<file path="src/rtl/useq_sequencer.sv">
// Microprogram sequencer: control register, incrementer, conditional branch/wait and a bounded return stack.
// Optional watchdog on CWAIT enabled by defining USEQ_WDT_EN.
module useq_sequencer #(
   parameter int AW          = 8,
   parameter int CW          = 39,
   parameter int NCOND       = 4,
   parameter int STACK_DEPTH = 4,
   parameter int WDT_LIMIT   = 255,
   parameter logic [AW-1:0] TRAP_ADDR = {AW{1'b1}},
   localparam int SW = (NCOND > 1) ? $clog2(NCOND) : 1,
   localparam int UW = CW + AW + SW + 4
) (
   input  logic          CLK,
   input  logic          reset,
   input  logic [AW-1:0] entry_addr,
   input  logic [NCOND-1:0] cond_in,
   input  logic [UW-1:0] urom_data,
   output logic [AW-1:0] uaddr,
   output logic [CW-1:0] ctrl_out,
   output logic          stk_ovf,
   output logic          stk_unf,
   output logic          wdt_trip
);

   localparam int SPW = $clog2(STACK_DEPTH + 1);
   localparam int AIW = (STACK_DEPTH > 1) ? $clog2(STACK_DEPTH) : 1;

   typedef enum logic [2:0] {
      M_JUMP     = 3'd0,
      M_INC      = 3'd1,
      M_DISPATCH = 3'd2,
      M_CJUMP    = 3'd3,
      M_CWAIT    = 3'd4,
      M_CALL     = 3'd5,
      M_RET      = 3'd6,
      M_RSVD     = 3'd7
   } mode_e;

   logic [UW-1:0]  creg;
   logic [AW-1:0]  inc;
   logic [AW-1:0]  stack [STACK_DEPTH];
   logic [SPW-1:0] sp;

   mode_e          mode;
   logic           inv;
   logic [SW-1:0]  sel;
   logic [AW-1:0]  cr;
   logic           c_raw;
   logic           c;
   logic           stk_full;
   logic           stk_empty;
   logic [AW-1:0]  stk_top;
   logic [AIW-1:0] push_idx;
   logic [AIW-1:0] top_idx;
   logic           push;
   logic           pop;
   logic           wait_cyc;
   logic           trap;
   logic [AW-1:0]  uaddr_sel;

   assign mode     = mode_e'(creg[2:0]);
   assign inv      = creg[3];
   assign sel      = creg[3+SW:4];
   assign cr       = creg[3+SW+AW:4+SW];
   assign ctrl_out = creg[UW-1:UW-CW];

   // Selectors beyond NCOND read as 0, so c collapses to inv.
   always_comb begin
      c_raw = 1'b0;
      for (int i = 0; i < NCOND; i++) begin
         if (sel == SW'(i)) c_raw = cond_in[i];
      end
      c = c_raw ^ inv;
   end

   assign stk_full  = (sp == SPW'(STACK_DEPTH));
   assign stk_empty = (sp == '0);
   assign push_idx  = sp[AIW-1:0];
   assign top_idx   = AIW'(sp - SPW'(1));
   assign stk_top   = stack[top_idx];

   always_comb begin
      uaddr_sel = inc;
      push      = 1'b0;
      pop       = 1'b0;
      wait_cyc  = 1'b0;
      case (mode)
         M_JUMP:     uaddr_sel = cr;
         M_INC:      uaddr_sel = inc;
         M_DISPATCH: uaddr_sel = entry_addr;
         M_CJUMP:    uaddr_sel = c ? cr : inc;
         M_CWAIT: begin
            // inc-1 is the address of the executing word: reload it until c rises.
            uaddr_sel = c ? inc : (inc - AW'(1));
            wait_cyc  = ~c;
         end
         M_CALL: begin
            uaddr_sel = cr;
            push      = 1'b1;
         end
         M_RET: begin
            uaddr_sel = stk_empty ? '0 : stk_top;
            pop       = 1'b1;
         end
         default:    uaddr_sel = inc;
      endcase
   end

`ifdef USEQ_WDT_EN
   localparam int WW = ($clog2(WDT_LIMIT + 1) > 8) ? $clog2(WDT_LIMIT + 1) : 8;

   logic [WW-1:0] wdt_cnt;
   logic          wdt_flag;

   assign trap     = wait_cyc && (wdt_cnt == WW'(WDT_LIMIT));
   assign uaddr    = trap ? TRAP_ADDR : uaddr_sel;
   assign wdt_trip = wdt_flag;

   always_ff @(posedge CLK or negedge reset) begin
      if (!reset) begin
         wdt_cnt  <= '0;
         wdt_flag <= 1'b0;
      end else if (trap) begin
         wdt_cnt  <= '0;
         wdt_flag <= 1'b1;
      end else if (wait_cyc) begin
         wdt_cnt  <= wdt_cnt + WW'(1);
      end else begin
         wdt_cnt  <= '0;
      end
   end
`else
   assign trap     = 1'b0;
   assign uaddr    = uaddr_sel;
   assign wdt_trip = 1'b0;
`endif

   always_ff @(posedge CLK or negedge reset) begin
      if (!reset) begin
         creg    <= '0;
         inc     <= '0;
         sp      <= '0;
         stk_ovf <= 1'b0;
         stk_unf <= 1'b0;
         for (int i = 0; i < STACK_DEPTH; i++) stack[i] <= '0;
      end else begin
         creg <= urom_data;
         inc  <= uaddr + AW'(1);
         // A full push still jumps; only the return address is lost.
         if (push) begin
            if (stk_full) begin
               stk_ovf <= 1'b1;
            end else begin
               stack[push_idx] <= inc;
               sp              <= sp + SPW'(1);
            end
         end
         if (pop) begin
            if (stk_empty) stk_unf <= 1'b1;
            else           sp      <= sp - SPW'(1);
         end
      end
   end

   logic unused_trap;
   assign unused_trap = trap;

endmodule

</file>
<file path="config.mk">
export PLATFORM = sky130hd
export DESIGN_NAME = useq_sequencer
export DESIGN_NICKNAME = d
export VERILOG_FILES = /design/src/rtl/useq_sequencer.sv
export SDC_FILE = /design/constraint.sdc
export NUM_CORES = 1
export LEC_CHECK = 0
export ABC_AREA = 1
export CORE_MARGIN = 5
export CORE_UTILIZATION = 35
export DETAILED_ROUTE_END_ITERATION = 16
export DONT_BUFFER_PORTS = 1
export PLACE_DENSITY = 0.47
export SYNTH_ARGS = -nofsm -noshare
export SYNTH_HDL_FRONTEND = slang
export SYNTH_SLANG_ARGS = --single-unit
</file>
<file path="constraint.sdc">
create_clock -name CLK -period 2.9 [get_ports CLK]
set_clock_uncertainty 0.15 [all_clocks]
set_input_delay 0.58 -clock CLK [delete_from_list [all_inputs] [get_ports CLK]]
set_output_delay 0.58 -clock CLK [all_outputs]
set_load 0.005 [all_outputs]
</file>
==> run_results.csv <==
group,metric,value,unit
clock_network,cts_buffers,9,
critical_path,cp_common_cell,"inv_1",
clock_network,clkTransAtPathRegs,70,ps
timing,tightest_slew,607,ps
routing,ant_nets,0,
cells_and_area,area_delta_synth_final,6.81,%
clock_network,clock-sinks,98,
cells_and_area,multi_input_area,0.00157,mm²
place,place_congestion,0.818,
power,ir_drop,0.317,mV
clock_network,h-tree-depth,3,
critical_path,crit_slowest_cell,"dfrtp_1",
grt,grt_use_total,14.2,%
timing,slew_headroom,59.3,%
timing,setup_viol,0,
routing,drtPass1Iterations,4,
die,pin_count,117,
clock_network,tritoncts,"done",
job,maxCapViolCount,0,
cells_and_area,post_route_cells_drive_above_1_share,12.9,%
critical_path,critPathLaunchType,"flop",
run_status,status,"complete, but fails checks",
clock_network,clock_latency,350,ps
yosys,syn_area,0.00447,mm²
yosys,ys_types,32,
power,p_per_area,933,mW/mm²
critical_path,path_delay_family,"simple AND/OR/NAND/NOR gates",
routing,drcViolationCount,0,
power,power.total,4.45,mW
critical_path,crit_required,2170,ps
hold_path,worst_hold_path_type,"in2async",
routing,wl,10000,µm
routing,drt_iter0_markers,167,
yosys,syn_nets,575,
timing,post-route-min-period,2750,ps
clock_network,cts-root-buf,"clkbuf_16",
clock_network,cts_buffer_depth,2,
cells_and_area,fin_nets,543,
cells_and_area,seqCellArea,0.00245,mm²
critical_path,worst_setup_path_end_kind,"output port",
place,dp_hpwl,6960,µm
cells_and_area,design_area,0.00477,mm²
die,floorplan.initialDensity,35.5,%
critical_path,crit_chain,"inv_1, ha_4, inv_1, nor2_4, nor2_2, buf_6, nand2_1, a21oi_1, nor2_1, nand3_1, nand2_2, inv_2",
routing,via_per_inst,4.72,
critical_path,rrSetupSlack,480,ps
critical_path,worst-setup-path-type,"reg2out",
run_status,violations,"negative hold slack",
yosys,syn_inst,501,
timing,setup_ws,148,ps
place,port_buffers,0,
grt,grt_pass1_vias,3112,
yosys,yosys-mux-area-fraction,0,%
critical_path,worstPathArrival,2020,ps
yosys,yosysSeqAreaShare,54.9,%
critical_path,r2r_end,"inc[6]",
timing,finalMaxSlewViolations,0,
die,core.rowCount,41,
grt,grt_pass1_wl,16300,µm
grt,grt.overflow.total,0,
place,place_ws,283,ps
yosys,synth_warnings,0,
timing,tns,0,ps
grt,grt_max_degree,99,
yosys,synth-adder-area-share,1.96,%
timing,hold_viol_final,98,
yosys,synth_top_family_by_area,"simple AND/OR/NAND/NOR gates",
critical_path,cpPeakStageDelay,370,ps
timing,timing.fmax,363,MHz
die,core_area,0.0126,mm²
cells_and_area,diodes,0,
routing,dr_total_vias,3050,
critical_path,r2r_cells,16,
routing,wl_per_cell,15.5,µm
timing,fin_crit_sh,94.9,%
grt,antenna_found_initial,0,
die,die_area,0.0151,mm²
cells_and_area,final_common_cell,"nand2_1",
timing,timing.hold.ws,-233,ps
yosys,synth_seq_cells,98,
yosys,synth-simple-area-share,22.0,%
critical_path,cp_max_fo,11,
critical_path,crit-reg2reg-launch,"sp[1]",
yosys,synth-xor-area-share,2.16,%
cells_and_area,final_cell_mix,"nand2_1 (147), dfrtp_1 (98), nand3_1 (41)",
critical_path,path_buf_inv,4,
yosys,avgSynthCellArea,8.92,µm²
die,die_y,123,µm
cells_and_area,fill_cells,1309,
yosys,synth-compound-area-share,7.84,%
die,die_width,123,µm
power,p_leak,2.20,nW
place,place_area,0.00438,mm²
worst reg2reg max path, cell delays in order, from the launching register on:
cell and delay (ps):
dfrtp_1 370, inv_1 110, ha_4 180, inv_1 110, nor2_4 60, nor2_2 120
buf_6 150, nand2_1 80, a21oi_2 140, nor2_1 60, nand3_1 70, nand2_1 80
inv_2 130, ha_1 220, nand3_2 110, o21ai_1 130, nand2_1 60
state kept, by name, summed over array words and instances (netlist names):
register	count
inc	8
stack	32
stk_ovf	1
creg	53
sp	3
stk_unf	1
report_power, final:
| group | switching (mW) | internal, mW |
|---|---|---|
| registers | 0.208 | 1.68 |
| clock network | 0.572 | 0.695 |
| logic | 0.828 | 0.466 |
| total | 1.61 | 2.84 |
logic make-up after synthesis:
family          count (synthesis)
simple gates                  229
buf+inv                        89
compound gates                 66
fa+ha+maj                       7
xor+xnor                       11
flops                          98
other cells                     1
area by class of cell:
type / count / share of cell area, %
tap: 172 / 4.51
sequential: 98 / 51.4
clock inverter: 7 / 1.89
timing repair buffer: 9 / 1.49
clock buffer: 9 / 4.72
inverter: 37 / 2.99
multi-input combinational: 314 / 33.0
cells in the mapped netlist:
| library cell | count | area [µm²] |
|---|---|---|
| a211oi_1 | 1 | 7.51 |
| a21oi_1 | 18 | 90.1 |
| a21oi_2 | 1 | 8.76 |
| a31o_2 | 1 | 8.76 |
| a31oi_1 | 2 | 12.5 |
| buf_1 | 2 | 7.51 |
| buf_2 | 3 | 15.0 |
| buf_4 | 41 | 308 |
| clkbuf_1 | 6 | 22.5 |
| clkinv_1 | 1 | 3.75 |
| conb_1 | 1 | 3.75 |
| dfrtp_1 | 98 | 2450 |
| ha_1 | 7 | 87.6 |
| inv_1 | 29 | 109 |
| inv_2 | 7 | 26.3 |
| nand2_1 | 151 | 567 |
| nand2_2 | 4 | 25.0 |
| nand3_1 | 41 | 205 |
| nand3_2 | 2 | 20.0 |
| nand3b_1 | 1 | 7.51 |
| nand4_1 | 1 | 6.26 |
| nor2_1 | 21 | 78.8 |
| nor2_2 | 2 | 12.5 |
| nor2_4 | 2 | 22.5 |
| nor3_2 | 4 | 40.0 |
| o211ai_1 | 1 | 7.51 |
| o21ai_0 | 37 | 185 |
| o21ai_1 | 3 | 15.0 |
| o21bai_1 | 1 | 7.51 |
| o31ai_1 | 1 | 7.51 |
| xnor2_1 | 3 | 26.3 |
| xor2_1 | 8 | 70.1 |
worst max-delay path by stage:
stage                     from       end  slack [ps]  cells past startpoint
finish                   sp[1]  uaddr[2]         150                     12
global route             sp[1]  uaddr[6]         -10                     12
CTS                      sp[1]  uaddr[2]          20                     10
detailed placement  cond_in[1]    inc[6]         280                     15
global placement    cond_in[1]    inc[6]         350                     15
floorplan                sp[0]  uaddr[1]         130                     11
timing repair:
| item | in CTS | in global routing |
|---|---|---|
| resized for setup | 1 | 15 |
| buffers inserted | 0 | 2 |
| pin swaps | 0 | 0 |
| endpoints found under the hold margin | 98 | 98 |
| endpoints found under the setup margin | 4 | 8 |
per-stage QoR:
| step | std cells | util (%) |
|---|---|---|
| finish | 646 | 38.0 |
| global route | 646 | 38.0 |
| CTS | 644 | 37.4 |
| detailed placement | 628 | 34.9 |
| global placement | 628 | 34.9 |
| floorplan | 501 | - |
routing by layer:
layer	GRT usage [%]	up-vias	wire (µm)	part of all wire, %
met2	23.2	84	4860	49
met3	3.34	13	605	6.1
met5	0	-	0	0
met4	6.57	0	217	2.2
met1	17.9	1465	4310	43
li1	-	1488	-	-
No activity file was read; power rests on OpenSTA's default activity.
